[config.mk]
export PLATFORM = sky130hd
export DESIGN_NAME = dice_seg_display_flat
export DESIGN_NICKNAME = d
export VERILOG_FILES = /design/src/rtl/dice_seg_display_pkg.sv /design/src/rtl/dice_seg_display_if.sv /design/src/rtl/dice_seg_display_bcd_to_seg.sv /design/src/rtl/dice_seg_display.sv /design/src/flat_wrapper.sv
export SDC_FILE = /design/constraint.sdc
export NUM_CORES = 1
export LEC_CHECK = 0
export CAP_MARGIN = 0
export CORE_AREA = 5 5 50 96
export CTS_BUF_LIST = sky130_fd_sc_hd__clkbuf_8
export CTS_CLUSTER_DIAMETER = 50
export CTS_CLUSTER_SIZE = 8
export DETAILED_ROUTE_END_ITERATION = 10
export DIE_AREA = 0 0 55 101
export PLACE_DENSITY = 0.78
export SYNTH_ARGS = -nofsm -noshare
export SYNTH_HDL_FRONTEND = slang
export SYNTH_HIERARCHICAL = 1
export SYNTH_SLANG_ARGS = --single-unit
[constraint.sdc]
create_clock -name clk -period 2.25 [get_ports clk]
set_input_delay 0.3375 -clock clk [delete_from_list [all_inputs] [get_ports clk]]
set_output_delay 0.3375 -clock clk [all_outputs]
set_load 0.1 [all_outputs]
[src/rtl/dice_seg_display_pkg.sv]
// Shared types and segment tables for the dice result display.
// Segment bit order is {g,f,e,d,c,b,a}, active-high.
package dice_disp_pkg;

    typedef enum logic [1:0] {
        SHOW  = 2'd0,
        ROLL  = 2'd1,
        BLINK = 2'd2
    } disp_state_t;

    localparam logic [6:0] SEG_DIGIT [0:9] = '{
        7'h3F, 7'h06, 7'h5B, 7'h4F, 7'h66,
        7'h6D, 7'h7D, 7'h07, 7'h7F, 7'h6F
    };
    localparam logic [6:0] SEG_DASH  = 7'h40;
    localparam logic [6:0] SEG_BLANK = 7'h00;

    // Spinning single segment a..f used while a roll is in progress.
    localparam int         ANIM_STEPS = 6;
    localparam logic [6:0] SEG_ANIM [0:ANIM_STEPS-1] = '{
        7'h01, 7'h02, 7'h04, 7'h08, 7'h10, 7'h20
    };

endpackage

[src/rtl/dice_seg_display_if.sv]
// Roller-to-display signal bundle: BCD pair and roll flag in, segment drive out.
interface dice_seg_display_if;
    logic [3:0] digit10_in;
    logic [3:0] digit1_in;
    logic       rolling;
    logic [6:0] seg;
    logic [1:0] dig_sel;
    logic       settled;

    modport master (
        output digit10_in, digit1_in, rolling,
        input  seg, dig_sel, settled
    );

    modport slave (
        input  digit10_in, digit1_in, rolling,
        output seg, dig_sel, settled
    );
endinterface

[src/rtl/dice_seg_display_bcd_to_seg.sv]
// Combinational BCD to 7-segment decoder; codes above 9 show a dash.
module bcd_to_seg
    import dice_disp_pkg::*;
(
    input  logic [3:0] bcd,
    output logic [6:0] seg
);
    always_comb begin
        seg = SEG_DASH;
        if (bcd <= 4'd9) seg = SEG_DIGIT[bcd];
    end
endmodule

[src/rtl/dice_seg_display.sv]
// Two-digit multiplexed 7-segment driver for the dice roller result.
// Optional settle blink after a roll is compiled in with SETTLE_BLINK_EN.
//   state | meaning
//   SHOW  | frozen snapshot shown steadily, settled=1
//   ROLL  | button held, spinning-segment animation
//   BLINK | snapshot blinks 4 on/4 off phases before SHOW (SETTLE_BLINK_EN only)
module dice_seg_display
    import dice_disp_pkg::*;
#(
    parameter int REFRESH_DIV = 64,
    parameter int ANIM_DIV    = 2048,
    parameter int BLINK_DIV   = 4096
) (
    input  logic              clk,
    input  logic              rst,
    dice_seg_display_if.slave bus
);
    localparam int RW   = $clog2(REFRESH_DIV);
    // One timer width serves both the animation and blink down-counters.
    localparam int TMAX = (ANIM_DIV > BLINK_DIV) ? ANIM_DIV : BLINK_DIV;
    localparam int TW   = $clog2(TMAX) + 1;
    localparam logic [RW-1:0] REF_LAST  = RW'(REFRESH_DIV - 1);
    localparam logic [TW-1:0] ANIM_LOAD = TW'(ANIM_DIV - 1);
`ifdef SETTLE_BLINK_EN
    localparam logic [TW-1:0] BLINK_LOAD    = TW'(BLINK_DIV - 1);
    localparam disp_state_t   CAPTURE_STATE = BLINK;
`else
    localparam disp_state_t   CAPTURE_STATE = SHOW;
`endif

    disp_state_t   state, state_d;
    logic          roll_q, capture, digit_q;
    logic [3:0]    snap10, snap1, digit_val;
    logic [RW-1:0] ref_cnt;
    logic [TW-1:0] anim_cnt;
    logic [2:0]    anim_idx;
    logic [6:0]    dec_seg, show_seg, seg_d, seg_q;
    logic [1:0]    slot_sel, show_dig, dig_d, dig_q;
    logic          settled_d, settled_q;
`ifdef SETTLE_BLINK_EN
    logic [TW-1:0] blink_cnt;
    logic [2:0]    blink_phase;
    logic          blink_done;

    assign blink_done = (blink_cnt == '0) && (blink_phase == 3'd7);
`endif

    assign capture   = roll_q & ~bus.rolling;
    assign digit_val = digit_q ? snap10 : snap1;

    bcd_to_seg u_dec (
        .bcd (digit_val),
        .seg (dec_seg)
    );

    always_ff @(posedge clk) begin
        if (rst) state <= SHOW;
        else     state <= state_d;
    end

    always_comb begin
        state_d = state;
        case (state)
            SHOW:    if (bus.rolling) state_d = ROLL;
            ROLL:    if (capture) state_d = CAPTURE_STATE;
`ifdef SETTLE_BLINK_EN
            BLINK: begin
                if (bus.rolling)     state_d = ROLL;
                else if (blink_done) state_d = SHOW;
            end
`endif
            default: state_d = SHOW;
        endcase
    end

    always_comb begin
        slot_sel = digit_q ? 2'b10 : 2'b01;
        show_seg = dec_seg;
        show_dig = slot_sel;
        // Leading zero suppressed, but "00" (a roll of 100) stays lit.
        if (digit_q && snap10 == 4'd0 && snap1 != 4'd0) begin
            show_seg = SEG_BLANK;
            show_dig = 2'b00;
        end
        seg_d     = SEG_BLANK;
        dig_d     = 2'b00;
        settled_d = 1'b0;
        case (state)
            SHOW: begin
                seg_d     = show_seg;
                dig_d     = show_dig;
                settled_d = 1'b1;
            end
            ROLL: begin
                seg_d = SEG_ANIM[anim_idx];
                dig_d = slot_sel;
            end
`ifdef SETTLE_BLINK_EN
            BLINK: begin
                if (!blink_phase[0]) begin
                    seg_d = show_seg;
                    dig_d = show_dig;
                end
            end
`endif
            default: ;
        endcase
    end

    always_ff @(posedge clk) begin
        if (rst) begin
            roll_q   <= 1'b0;
            snap10   <= 4'd0;
            snap1    <= 4'd1;
            ref_cnt  <= '0;
            digit_q  <= 1'b0;
            anim_cnt <= '0;
            anim_idx <= '0;
        end else begin
            roll_q <= bus.rolling;
            if (capture) begin
                snap10 <= bus.digit10_in;
                snap1  <= bus.digit1_in;
            end
            if (ref_cnt == REF_LAST) begin
                ref_cnt <= '0;
                digit_q <= ~digit_q;
            end else begin
                ref_cnt <= ref_cnt + 1'b1;
            end
            if (state_d == ROLL && state != ROLL) begin
                anim_cnt <= ANIM_LOAD;
                anim_idx <= '0;
            end else if (state == ROLL) begin
                if (anim_cnt == '0) begin
                    anim_cnt <= ANIM_LOAD;
                    anim_idx <= (anim_idx == 3'(ANIM_STEPS - 1)) ? 3'd0 : anim_idx + 3'd1;
                end else begin
                    anim_cnt <= anim_cnt - 1'b1;
                end
            end
        end
    end

`ifdef SETTLE_BLINK_EN
    always_ff @(posedge clk) begin
        if (rst) begin
            blink_cnt   <= '0;
            blink_phase <= '0;
        end else if (state_d == BLINK && state != BLINK) begin
            blink_cnt   <= BLINK_LOAD;
            blink_phase <= '0;
        end else if (state == BLINK) begin
            if (blink_cnt == '0) begin
                blink_cnt   <= BLINK_LOAD;
                blink_phase <= blink_phase + 3'd1;
            end else begin
                blink_cnt <= blink_cnt - 1'b1;
            end
        end
    end
`endif

    always_ff @(posedge clk) begin
        if (rst) begin
            seg_q     <= SEG_BLANK;
            dig_q     <= 2'b00;
            settled_q <= 1'b0;
        end else begin
            seg_q     <= seg_d;
            dig_q     <= dig_d;
            settled_q <= settled_d;
        end
    end

    assign bus.seg     = seg_q;
    assign bus.dig_sel = dig_q;
    assign bus.settled = settled_q;
endmodule

[src/flat_wrapper.sv]
// flat-port wrapper written by rule: the top's interface ports become plain ports
module dice_seg_display_flat import dice_disp_pkg::*;
#(
    parameter int REFRESH_DIV = 64,
    parameter int ANIM_DIV    = 2048,
    parameter int BLINK_DIV   = 4096
)
  (clk, rst, bus_digit10_in, bus_digit1_in, bus_rolling, bus_seg, bus_dig_sel, bus_settled);
  dice_seg_display_if bus_i ();
  input  logic clk;
  input  logic rst;
  input wire logic [$bits(bus_i.digit10_in)-1:0] bus_digit10_in;
  input wire logic [$bits(bus_i.digit1_in)-1:0] bus_digit1_in;
  input wire logic [$bits(bus_i.rolling)-1:0] bus_rolling;
  output wire logic [$bits(bus_i.seg)-1:0] bus_seg;
  output wire logic [$bits(bus_i.dig_sel)-1:0] bus_dig_sel;
  output wire logic [$bits(bus_i.settled)-1:0] bus_settled;
  assign bus_i.digit10_in = bus_digit10_in;
  assign bus_i.digit1_in = bus_digit1_in;
  assign bus_i.rolling = bus_rolling;
  assign bus_seg = bus_i.seg;
  assign bus_dig_sel = bus_i.dig_sel;
  assign bus_settled = bus_i.settled;
  dice_seg_display #(.REFRESH_DIV(REFRESH_DIV), .ANIM_DIV(ANIM_DIV), .BLINK_DIV(BLINK_DIV)) u_core (.clk(clk), .rst(rst), .bus(bus_i));
endmodule
# Yosys cells after proc, flatten, opt, wreduce, memory -nomap -nowiden
# Memories as Yosys holds them, arrays and structs flattened.
# Index checks and enable logic that the tools add are counted.
[word_totals]
romBits = 168
out_inout_bits = 10
n_memories = 2
ff_bits = 44
in_bits = 11
[op_classes]
add_sub_neg = 3
magnitude_cmp = 3
n_eq_ne = 5
bitwise_logic = 5
n_reduce_logical = 11
mux = 19
[mem_list]
columns = ["name", "depth", "width", "read_ports", "rd_clocked_by_memory_dff", "write_ports", "line_no", "source"]
rows = [
  ["(name not given)", 16, 7, 1, 0, 0, "dice_seg_display_bcd_to_seg.sv:10", "if (bcd <= 4'd9) seg = SEG_DIGIT[bcd];"],
  ["(name not given)", 8, 7, 1, 0, 0, "dice_seg_display.sv:95", "seg_d = SEG_ANIM[anim_idx];"],
]
[op_table]
columns = ["operator", "count"]
rows = [
  ["two-way mux 7 bit", 6],
  ["two-way mux 11 bit", 2],
  ["one-hot mux 7 bit (2 select lines)", 1],
  ["logical NOT 13 bit", 1],
  ["two-way mux 13 bit", 1],
  ["subtractor 13 x 1 -> 13 bit, second input constant", 1],
  ["two-way mux 2 bit", 4],
  ["one-hot mux 2 bit (2 select lines)", 2],
  ["adder 6 x 1 -> 6 bit, second input constant", 1],
  ["== test 6 bit, second input constant", 1],
  [">= comparator 5 bit, second input constant", 1],
  ["inverter 4 -> 5 bit", 1],
  ["== test 2 x 1 -> 1 bit, second input constant", 2],
  [">= comparator 4 bit, second input constant", 1],
  ["less-or-equal comparator 4 bit, second input constant", 1],
  ["logical NOT 4 bit", 1],
  ["two-way mux 4 bit", 1],
  ["inverter 3 -> 4 bit", 1],
  ["nonzero test 4 bit", 1],
  ["OR reduction 2 bit", 2],
  ["adder 3 x 1 -> 3 bit, second input constant", 1],
  ["== test 3 bit, second input constant", 1],
  ["logical AND 1 bit", 3],
  ["two-way mux 3 bit", 1],
  ["other kinds (7)", 8],
]

# Logic depth before layout (Yosys ltp)
# Gate-level depths: netlist of the first run.
[logic_depth]
ltp_word = 8
ltp_mapped = 8

# Hierarchy
# The synthesis of the first run kept the hierarchy.
[modules_own_cells]
columns = ["module", "n_inst", "cells_per_inst", "seq_area_each_um2", "area_each_um2"]
rows = [
  ["dice_seg_display", 1, 203, 880.8, 1879.3],
  ["bcd_to_seg", 1, 30, 0.0, 247.7],
]

# Worst setup path after synthesis of the first run
# No wires, ideal clock.
[synth_timing]
path_type = "register -> register"
from = "reg u_core.anim_cnt[0]"
to = "reg u_core.anim_idx[1]"
period_less_slack_ns = 1.895
setup_slack_ns = 0.355
stages_incl_launch_ff = 8
t_arrival_ns = 1.825
required_ns = 2.180
path_cell_list = "dfxtp_1 clkbuf_1 inv_1 ha_1 nor4b_1 nand4_2 or4_1 a21oi_1"
[synth_between]
elab_chain_len = 2
[synth_rtl]
columns = ["element", "line_no", "source"]
rows = [
  ["from (decl)", "dice_seg_display.sv:35", "logic [TW-1:0] anim_cnt;"],
  ["from (signal assigned)", "dice_seg_display.sv:139", "anim_cnt <= anim_cnt - 1'b1;"],
  ["logical NOT 13 bit", "dice_seg_display.sv:135", "if (anim_cnt == '0) begin"],
  ["AND reduction 2 bit (no line)", "--", ""],
  ["to (signal assigned)", "dice_seg_display.sv:137", "anim_idx <= (anim_idx == 3'(ANIM_STEPS - 1)) ? 3'd0 : anim_idx + 3'd1;"],
  ["to (decl)", "dice_seg_display.sv:36", "logic [2:0] anim_idx;"],
]
# Every way passes these cells.
# A chain may end at the register's enable or synchronous reset.

# Worst setup path in the final report of the first run
[layout_timing]
from = "reg u_core.anim_cnt[1]"
to = "reg u_core.anim_cnt[5]"
[layout_between]
elab_chain_len = 4
word_cells_on_any_way = 5
classes_between = "add/sub (1); mux (3); reduce/logical (1)"
[layout_rtl]
columns = ["element", "line_no", "source"]
rows = [
  ["subtractor 13 x 1 -> 13 bit / logical NOT 13 bit (equally long branches)", "dice_seg_display.sv:139, dice_seg_display.sv:135", ""],
  ["two-way mux 13 bit *", "dice_seg_display.sv:135", ""],
  ["two-way mux 11 bit *", "dice_seg_display.sv:134", "end else if (state == ROLL) begin"],
  ["two-way mux 11 bit *", "dice_seg_display.sv:131", "if (state_d == ROLL && state != ROLL) begin"],
]
# Every way passes the cells marked *; elsewhere a longest branch is shown, timed or not. The select of a mux whose other input is x is not followed.

==> flow_summary.yaml, run 1 <==
sta:
  clock_skew_ns: 0.00417
  drv_slew: 0
  slew_headroom_pct: 58.9
  post-route-period-util_pct: 88.2
  worst_pin_slew_ns: 0.615
  final.setup.tns_ns: 0
  fin_ws_ns: 0.265
  period_minus_slack_ns: 1.98
  rsz0062_at_grt: "false"
  finalSetupViolations: 0
  max_freq_ghz: 0.504
  hold_viol_final: 0
run_status:
  status: "finished clean"
yosys:
  syn_nets: 254
  synth-compound-area-share_pct: 15.5
  synthAdderAreaFrac_pct: 5.88
  ys_warn_count: 6
  syn_area_um2: 2130
  async_reset_ff_share_pct: 0
  syn_area_per_cell_um2: 9.13
  synth.distinct_cells: 57
  ys_ff_latch: 44
  yosys.area.top_type_share_pct: 41.4
  ys_seq_area_share_pct: 41.4
  synth_top_area_cell: "dfxtp_1"
  synth_top_family_by_area: "simple AND/OR/NAND/NOR gates"
  synth_edf_count: 0
  synth_mux_area_share_pct: 2.12
  syn_inst: 233
  synth-simple-area-share_pct: 25.4
  synthTopCellsByArea: "dfxtp_1, ha_1, a21oi_1"
  synth-xor-area-share_pct: 5.35
  ys.flop_type: "dfxtp_1"
critical_path:
  path_cells: "inv_1 -> ha_1 -> nor4b_1 -> buf_4 -> nand4_2 -> nor2b_1 -> buf_4 -> a211oi_1"
  path_delay_family: "simple AND/OR/NAND/NOR gates"
  crit_required_ns: 2.46
  cp_data_arrival_time_ns: 2.20
  cp_num_buf_inv: 3
  reg2reg_from: "u_core/anim_cnt[1]"
  path_common_cell: "buf_4"
  crit_fanout: 6
  crit_cells: 8
  critical_path_class: "reg -> reg"
  worst-r2r-cell-count: 8
  worstSetupEndpointType: "flip-flop"
  cp-startpoint: "u_core/anim_cnt[1]"
  worstSetupStartpointType: "flip-flop"
  slowest_delay_ns: 0.37
  cp_slowest_cell: "dfxtp_1"
placed_design:
  dp_slack_ns: 0.276
  place.gp.congestion: 0.887
  io_buffers: 20
  dp_hpwl_um: 3290
pwr:
  clkPwrFrac_pct: 29.4
  leakagePower_nw: 0.936
  peakVddDrop_v: 0.000689
  seq_power_share_pct: 51.9
  pwr-share-comb_pct: 18.7
  p_sw_share_pct: 28.4
  cellPowerDensity_nw_per_um2: 673
  p_int_mw: 1.19
  power_mw: 1.67
  p_sw_mw: 0.475
cells_and_area:
  layout_common_cells: "dfxtp_1, buf_4, nor2_1, nand2_1, a21oi_1"
  multiInputGateArea_um2: 1160
  antennaDiodeCount: 0
  final_common_cell: "dfxtp_1"
  register_area_um2: 881
  nFillCells: 340
  drive_gt1_share_pct: 15.8
  area_growth_pct: 16.6
  nNetsFinal: 280
clock_tree:
  cts_setup_buffers: 0
  clock_sinks: 44
  htreeDepth: 2
  cts_tree: "built"
  clk_latency_ns: 0.29
  cts_buffer_depth: 2
  numCtsBuffers: 5
  ctsHoldBuffers: 0
  clockRootBuffer: "clkbuf_8"
  path_clk_slew_ns: 0.08
  cts_resized: 0
routing:
  wl_per_cell_um: 13.9
  drt_iter0_drc: 43
  firstDrtPassIters: 6
  drc: 0
  vias: 1737
  final_antenna_net_count: 0
  wl_um: 4340
  vias_per_cell: 5.57
die:
  die_w_um: 55
  coreArea_um2: 4010
  num_rows: 33
  io-pin-count: 21
  die_area_um2: 5560
  initial_core_util_pct: 53.1
  die_h_um: 101
grt:
  grt_max_degree: 29
  grt_util_all_layers_pct: 17.0
  grt_first_pass_wirelength_um: 7130
  antenna_found_initial: 0
  grt_overflow: 0
  grt_pass1_vias: 1659
min_path:
  hold_path.class: "reg -> reg"
  worstHoldPathCells: 1
  hold_path.startpoint: "u_core/ref_cnt[0]"
job:
  max_cap_viol_count: 0
-- registers in the layout, summed over array words and instances (netlist names), 2 cells and up --
name	cells
u_core/bus.dig_sel	2
u_core/anim_idx	3
u_core/ref_cnt	6
u_core/anim_cnt	13
u_core/bus.seg	7
u_core/snap10	4
u_core/snap1	4
u_core/state	2
-- worst register-to-register path, delay by kind of cell (launching register included) --
family	cells	cell delay, ns
fa+ha+maj	1	0.15
buf+inv	3	0.52
flops	1	0.37
simple gates	3	0.70
compound gates	1	0.17
-- cell usage after synthesis, drive strengths merged, types with 2 or more instances --
library cell	instances
nor2	20
a21oi	16
nor4	5
nand4	5
a32o	2
and2	2
o21a	3
nor2b	5
nand2	20
a211oi	3
o21ai	6
and3	2
or4	3
dfxtp	44
xor2	9
ha	10
nand4b	3
inv	9
nor3	4
nand3b	2
buf	4
xnor2	4
nor3b	5
nand2b	8
mux2	4
clkbuf	7
nand3	3
or3b	2
a31oi	2
a22o	4
o211ai	3
-- through the flow --
| stage | instance area, um2 | hold slack, ns | util (%) | std cells |
|---|---|---|---|---|
| finish | 2480 | 0.452 | 61.9 | 312 |
| global route | 2480 | 0.469 | 61.9 | 312 |
| CTS | 2480 | 0.456 | 61.9 | 312 |
| detailed placement | 2390 | 0.437 | 59.6 | 304 |
| global placement | 2390 | 0.431 | 59.6 | 304 |
| floorplan | 2130 | 0.418 | - | 233 |
-- cells by family after synthesis --
family / Yosys count
fa+ha+maj: 10
xor+xnor: 13
flops: 44
other cells: 1
compound gates: 48
simple gates: 93
buf+inv: 20
mux: 4
-- cell type report --
class,count,area share (%)
clock inverter,2,0.454
clock buffer,6,3.33
tap,52,2.62
multi-input combinational,169,46.6
timing repair buffer,30,10.1
inverter,9,1.36
sequential,44,35.5
-- routing by layer --
layer	up-vias	wire length (um)	GRT usage, %
met3	9	224	3.41
met5	-	0	0
li1	882	-	-
met2	45	2230	28.1
met1	801	1790	20.3
met4	0	84	7.68
-- power by group through the flow --
stage | Sequential, mW | Combinational [mW] | Clock [mW]
global placement | 0.882 | 0.302 | 0
finish | 0.866 | 0.313 | 0.491
floorplan | 0.929 | 0.165 | 0
global route | 0.871 | 0.336 | 0.539
detailed placement | 0.884 | 0.309 | 0
CTS | 0.865 | 0.312 | 0.502
-- final timing paths --
kind	slack, ns	endpoint
min	0.45	u_core/ref_cnt[0]
max	0.27	u_core/anim_cnt[5]
min reg2reg	0.45	u_core/ref_cnt[0]
max reg2reg	0.27	u_core/anim_cnt[5]
No activity file was read; power rests on OpenSTA's default activity.
==> inputs of run 2 (changes only) <==
--- a/config.mk
+++ b/config.mk
@@ -5,15 +5,17 @@
 export SDC_FILE = /design/constraint.sdc
 export NUM_CORES = 1
 export LEC_CHECK = 0
+export ABC_AREA = 1
 export CAP_MARGIN = 0
-export CORE_AREA = 5 5 50 96
+export CORE_AREA = 5 5 52 99
 export CTS_BUF_LIST = sky130_fd_sc_hd__clkbuf_8
 export CTS_CLUSTER_DIAMETER = 50
 export CTS_CLUSTER_SIZE = 8
 export DETAILED_ROUTE_END_ITERATION = 10
-export DIE_AREA = 0 0 55 101
-export PLACE_DENSITY = 0.78
+export DIE_AREA = 0 0 57 104
+export PLACE_DENSITY = 0.77
 export SYNTH_ARGS = -nofsm -noshare
 export SYNTH_HDL_FRONTEND = slang
 export SYNTH_HIERARCHICAL = 1
 export SYNTH_SLANG_ARGS = --single-unit
+export TNS_END_PERCENT = 5
==> run 2 against run 1 <==
Effect of this change: sequential share of layout area is 1.7 points lower; clock skew is 0.0046 ns higher; critical path depth grew 1; clock power is 19% higher; routed wire length increased by 6.5%.
==> flow_summary.yaml, run 2 <==
yosys:
  ys_ff_latch: 44
  synthMostInstantiatedCell: "nand2_1"
  syn_inst: 326
  synthTopCellsByArea: "dfxtp_1, nand2_1, nor2_1"
  ys_warn_count: 6
  ys_seq_area_share_pct: 38.7
  async_reset_ff_share_pct: 0
  synth_top_area_cell: "dfxtp_1"
  ys.flop_type: "dfxtp_1"
  synth.distinct_cells: 29
  yosys.area.top_type_share_pct: 38.7
  syn_nets: 347
  synthTopCellsByCount: "nand2_1, nor2_1, dfxtp_1"
  synth_edf_count: 0
  syn_area_um2: 2280
  syn_area_per_cell_um2: 6.99
cells_and_area:
  drive_gt1_share_pct: 9.43
  final_common_cell: "nand2_1"
  nNetsFinal: 370
  largest-register: "u_core/anim_cnt"
  area_growth_pct: 14.4
  antennaDiodeCount: 0
  nFillCells: 431
  multiInputGateArea_um2: 1200
  finalInstanceArea_um2: 2610
  layout_common_cells: "nand2_1, nor2_1, inv_1, dfxtp_1, nand3_1"
  finish.utilization_pct: 60.0
  register_area_um2: 881
  largest_reg_flops: 13
sta:
  finalSetupViolations: 0
  post-route-period-util_pct: 87.2
  hold_viol_final: 0
  period_minus_slack_ns: 1.96
  final.setup.tns_ns: 0
  worst_pin_slew_ns: 0.683
  rsz0062_at_grt: "false"
  clock_skew_ns: 0.00879
  slew_headroom_pct: 54.0
  fin_ws_ns: 0.289
  drv_slew: 0
  max_freq_ghz: 0.510
placed_design:
  place.gp.congestion: 0.885
  dp_hpwl_um: 3610
  io_buffers: 20
  dp_slack_ns: 0.296
  placed_area_um2: 2500
critical_path:
  reg2reg_from: "u_core/digit_q"
  r2r_setup_slack_ns: 0.29
  rr_endpoint: "u_core/bus.seg[4]"
  worstSetupEndpointType: "flip-flop"
  worstSetupStartpointType: "flip-flop"
  cp_data_arrival_time_ns: 2.14
  crit_required_ns: 2.43
  slowest_delay_ns: 0.46
  path_common_cell: "nor2_1"
  critical_path_class: "reg -> reg"
  worst-r2r-cell-count: 9
  path_delay_family: "compound AO/OA/AOI/OAI gates"
  crit_fanout: 8
  crit_cells: 9
  cp_num_buf_inv: 1
  cp_slowest_cell: "o21ai_0"
  path_cells: "o21ai_0 -> inv_1 -> ha_1 -> nor2_1 -> nor2_1 -> nor2_1 -> nor2_1 -> nand3_1 -> a21oi_1"
  cp-startpoint: "u_core/digit_q"
  endpoint: "u_core/bus.seg[4]"
routing:
  firstDrtPassIters: 4
  final_antenna_net_count: 0
  vias_per_cell: 5.16
  vias: 2086
  drc: 0
  wl_per_cell_um: 11.4
  wl_um: 4620
  drt_iter0_drc: 33
clock_tree:
  clockRootBuffer: "clkbuf_8"
  cts_buffer_depth: 2
  cts_setup_buffers: 0
  htreeDepth: 2
  clk_latency_ns: 0.30
  ctsHoldBuffers: 0
  path_clk_slew_ns: 0.08
  numCtsBuffers: 5
  cts_resized: 0
  cts_tree: "built"
  clock_sinks: 44
pwr:
  seq_power_share_pct: 45.5
  pwr-share-comb_pct: 23.8
  leakagePower_nw: 1.22
  p_int_mw: 1.30
  peakVddDrop_v: 0.000426
  power_mw: 1.90
  p_sw_mw: 0.599
  clkPwrFrac_pct: 30.7
  p_sw_share_pct: 31.5
  cellPowerDensity_nw_per_um2: 730
die:
  die_h_um: 104
  io-pin-count: 21
  coreArea_um2: 4340
  num_rows: 34
  die_w_um: 57
  initial_core_util_pct: 52.5
  die_area_um2: 5930
run_status:
  status: "finished clean"
grt:
  grt_util_all_layers_pct: 16.2
  grt_overflow: 0
  antenna_found_initial: 0
  grt_max_degree: 21
  grt_first_pass_wirelength_um: 7810
  grt_pass1_vias: 1928
job:
  max_cap_viol_count: 0
min_path:
  worstHoldPathCells: 1
  hold_path.class: "reg -> reg"
-- run 2: cell types whose count changed after synthesis, sizes merged, moves of 6 or more --
cell / previous run / this run
nand3: 3 / 23
nor3: 4 / 10
o21ai: 6 / 20
nand2b: 8 / 0
inv: 9 / 45
nor2: 20 / 57
nand2: 20 / 69
-- run 2: area by class of cell --
class,instances,area share (%)
clock buffer,5,2.64
clock inverter,3,1.49
inverter,45,6.48
multi-input combinational,232,46.0
sequential,44,33.8
tap,54,2.59
timing repair buffer,21,7.01
-- run 2: power groups by stage --
stage	sequential (mW)	combinational, mW	clock [mW]
final	0.865	0.452	0.584
after global routing	0.873	0.501	0.634
after CTS	0.866	0.454	0.604
after detailed placement	0.884	0.452	0
after global placement	0.883	0.443	0
after floorplan	0.940	0.298	0
-- run 2: worst min path at each step --
stage	from	slack, ns	to
2_1_floorplan	rst	0.42	u_core/bus.settled
3_3_place_gp	u_core/ref_cnt[0]	0.43	u_core/ref_cnt[0]
3_5_place_dp	u_core/ref_cnt[0]	0.44	u_core/ref_cnt[0]
4_1_cts	u_core/ref_cnt[0]	0.46	u_core/ref_cnt[0]
5_1_grt	u_core/ref_cnt[0]	0.49	u_core/ref_cnt[0]
6_report	u_core/ref_cnt[0]	0.45	u_core/ref_cnt[0]
-- run 2: stage by stage --
stage | instances | hold slack [ns]
final | 404 | 0.452
after global routing | 404 | 0.493
after CTS | 404 | 0.459
after detailed placement | 396 | 0.445
after global placement | 396 | 0.432
after floorplan | 326 | 0.416
-- run 2: cell families (layout without fill, tap and decap cells) --
kind of cell	count (synthesis)	in the layout	synth area share (%)
xor+xnor	5	5	1.92
other cells	1	1	0.165
flops	44	44	38.7
buf+inv	50	74	8.74
fa+ha+maj	10	10	5.49
compound gates	44	44	10.4
simple gates	172	172	34.6
-- run 2: routing by layer --
layer  wire, um  vias to the layer above  global-route usage (%)
li1           -                     1082                       -
met1       1730                      948                    15.2
met2       2540                       39                    30.8
met3        151                       17                    2.61
met4        197                        0                    10.1
met5          0                        -                       0
-- run 2: worst reg2reg max path: cells and delay by family (launching register included) --
kind / cells / cell delay [ns]
AOI/OAI and AO/OA: 2 / 0.53
adders and majority gates: 1 / 0.27
buffers and inverters: 1 / 0.18
DFF: 1 / 0.37
and+or+nand+nor: 5 / 0.48
==> inputs of run 3 (changes only) <==
--- a/config.mk
+++ b/config.mk
@@ -5,15 +5,15 @@
 export SDC_FILE = /design/constraint.sdc
 export NUM_CORES = 1
 export LEC_CHECK = 0
-export ABC_AREA = 1
 export CAP_MARGIN = 0
-export CORE_AREA = 5 5 52 99
+export CORE_AREA = 5 5 50 96
 export CTS_BUF_LIST = sky130_fd_sc_hd__clkbuf_8
 export CTS_CLUSTER_DIAMETER = 50
 export CTS_CLUSTER_SIZE = 8
 export DETAILED_ROUTE_END_ITERATION = 10
-export DIE_AREA = 0 0 57 104
-export PLACE_DENSITY = 0.77
+export DIE_AREA = 0 0 55 101
+export DONT_BUFFER_PORTS = 1
+export PLACE_DENSITY_LB_ADDON = 0.2
 export SYNTH_ARGS = -nofsm -noshare
 export SYNTH_HDL_FRONTEND = slang
 export SYNTH_HIERARCHICAL = 1
==> run 3 against run 2 <==
Effect of this change: combinational power decreased by 40%; largest power group unchanged; sequential share of layout area increased by 4.1 points; count of clock-buffer cells in the layout unchanged; first-iteration DRC count decreased by 33%; final area decreased by 11%.
==> flow_summary.yaml, run 3 (synthesis gave the netlist of run 1 again) <==
cells_and_area:
  largest-register: "u_core/anim_cnt"
  final_common_cell: "dfxtp_1"
  drive_gt1_share_pct: 14.4
  largest_reg_flops: 13
  nNetsFinal: 264
  area_growth_pct: 9.18
  layout_common_cells: "dfxtp_1, nor2_1, nand2_1, a21oi_1, buf_4"
  antennaDiodeCount: 0
sta:
  finalSetupViolations: 0
  rsz0062_at_grt: "false"
  final.setup.tns_ns: 0
  period_minus_slack_ns: 1.91
  hold_viol_final: 0
  worst_pin_slew_ns: 0.785
  clock_skew_ns: 0.00383
  slew_headroom_pct: 47.5
  max_freq_ghz: 0.524
  post-route-period-util_pct: 84.8
  drv_slew: 0
  fin_ws_ns: 0.342
clock_tree:
  ctsHoldBuffers: 0
  path_clk_slew_ns: 0.07
  cts_buffer_depth: 2
  cts_setup_buffers: 0
  numCtsBuffers: 5
  cts_tree: "built"
  clock_sinks: 44
  htreeDepth: 2
  clockRootBuffer: "clkbuf_8"
  clk_latency_ns: 0.29
pwr:
  peakVddDrop_v: 0.000630
  cellPowerDensity_nw_per_um2: 682
  seq_power_share_pct: 54.7
  clkPwrFrac_pct: 28.0
  p_sw_mw: 0.449
  pwr-share-comb_pct: 17.2
  power_mw: 1.58
  leakagePower_nw: 0.866
  p_int_mw: 1.14
  p_sw_share_pct: 28.3
routing:
  drt_iter0_drc: 22
  wl_met1_um: 1890
  final_antenna_net_count: 0
  wl_met2_um: 1900
  met3_length_um: 149
  vias_per_cell: 5.68
  highest-signal-layer: "met4"
  wl_per_cell_um: 13.7
  firstDrtPassIters: 4
  wl_um: 4030
  vias: 1677
  drc: 0
die:
  die_area_um2: 5560
  die_w_um: 55
  initial_core_util_pct: 53.1
  num_rows: 33
  coreArea_um2: 4010
  die_h_um: 101
  io-pin-count: 21
placed_design:
  place.gp.congestion: 0.808
  dp_slack_ns: 0.229
  dp_hpwl_um: 2960
  io_buffers: 0
run_status:
  status: "finished clean"
grt:
  grt_util_all_layers_pct: 16.8
  grt_first_pass_wirelength_um: 7110
  grt_pass1_vias: 1668
  grt_overflow: 0
  antenna_found_initial: 0
  grt_max_degree: 34
critical_path:
  worstSetupEndpointType: "flip-flop"
  critical_path_class: "reg -> reg"
  worstSetupStartpointType: "flip-flop"
  crit_required_ns: 2.49
  crit_fanout: 8
  cp_data_arrival_time_ns: 2.14
min_path:
  hold_path.class: "in -> reg"
job:
  max_cap_viol_count: 0
==> run 3: area by class of cell <==
type	count	area, um2
fillers	371	1680
well taps	52	65.1
clock buffers	5	68.8
flip-flops and latches	44	881
clock inverters	2	8.76
inverters	9	33.8
multi-input cells	169	1160
repair buffers	14	105
==> run 3: worst paths after layout <==
| path | startpoint | end | slack (ns) | cells after the start |
|---|---|---|---|---|
| setup / recovery | u_core/digit_q | u_core/bus.seg[4] | 0.34 | 6 |
| hold / removal | rst | u_core/ref_cnt[4] | 0.12 | 1 |
| setup reg to reg | u_core/digit_q | u_core/bus.seg[4] | 0.34 | 6 |
| hold reg to reg | u_core/ref_cnt[0] | u_core/ref_cnt[0] | 0.45 | 1 |
==> run 3: power groups by stage <==
stage	Sequential, mW	Clock [mW]	Combinational [mW]
finish	0.867	0.444	0.273
global route	0.874	0.496	0.298
CTS	0.867	0.468	0.272
detailed placement	0.885	0	0.271
global placement	0.884	0	0.264
floorplan	0.929	0	0.165
==> run 3: timing repair <==
| action | 4_1_cts | 5_1_grt |
|---|---|---|
| resized for setup | 0 | 1 |
| endpoints found under the setup margin | 0 | 1 |
| hold endpoints to repair | 0 | 0 |
==> run 3: per-stage QoR <==
stage	hold WS (ns)	cells	instance area, um2	utilization [%]
after CTS	0.102	295	2320	57.9
after global routing	0.101	295	2320	58.0
final	0.115	295	2320	58.0
after floorplan	0.418	233	2130	-
after detailed placement	0.414	288	2240	56.0
after global placement	0.412	288	2240	56.0
==> run 3: metal layers <==
layer	GRT usage, %	vias to the layer above
met2	25.7	30
met1	21.7	790
met4	8.80	0
li1	-	850
met3	3.11	7
met5	0	-
==> run 3: critical path, cell delays in order (launching register included) <==
cell and delay (ns):
dfxtp_1 0.49, mux2_2 0.40, inv_1 0.14, ha_1 0.23
o21ai_1 0.15, o311ai_1 0.28, a22o_1 0.16
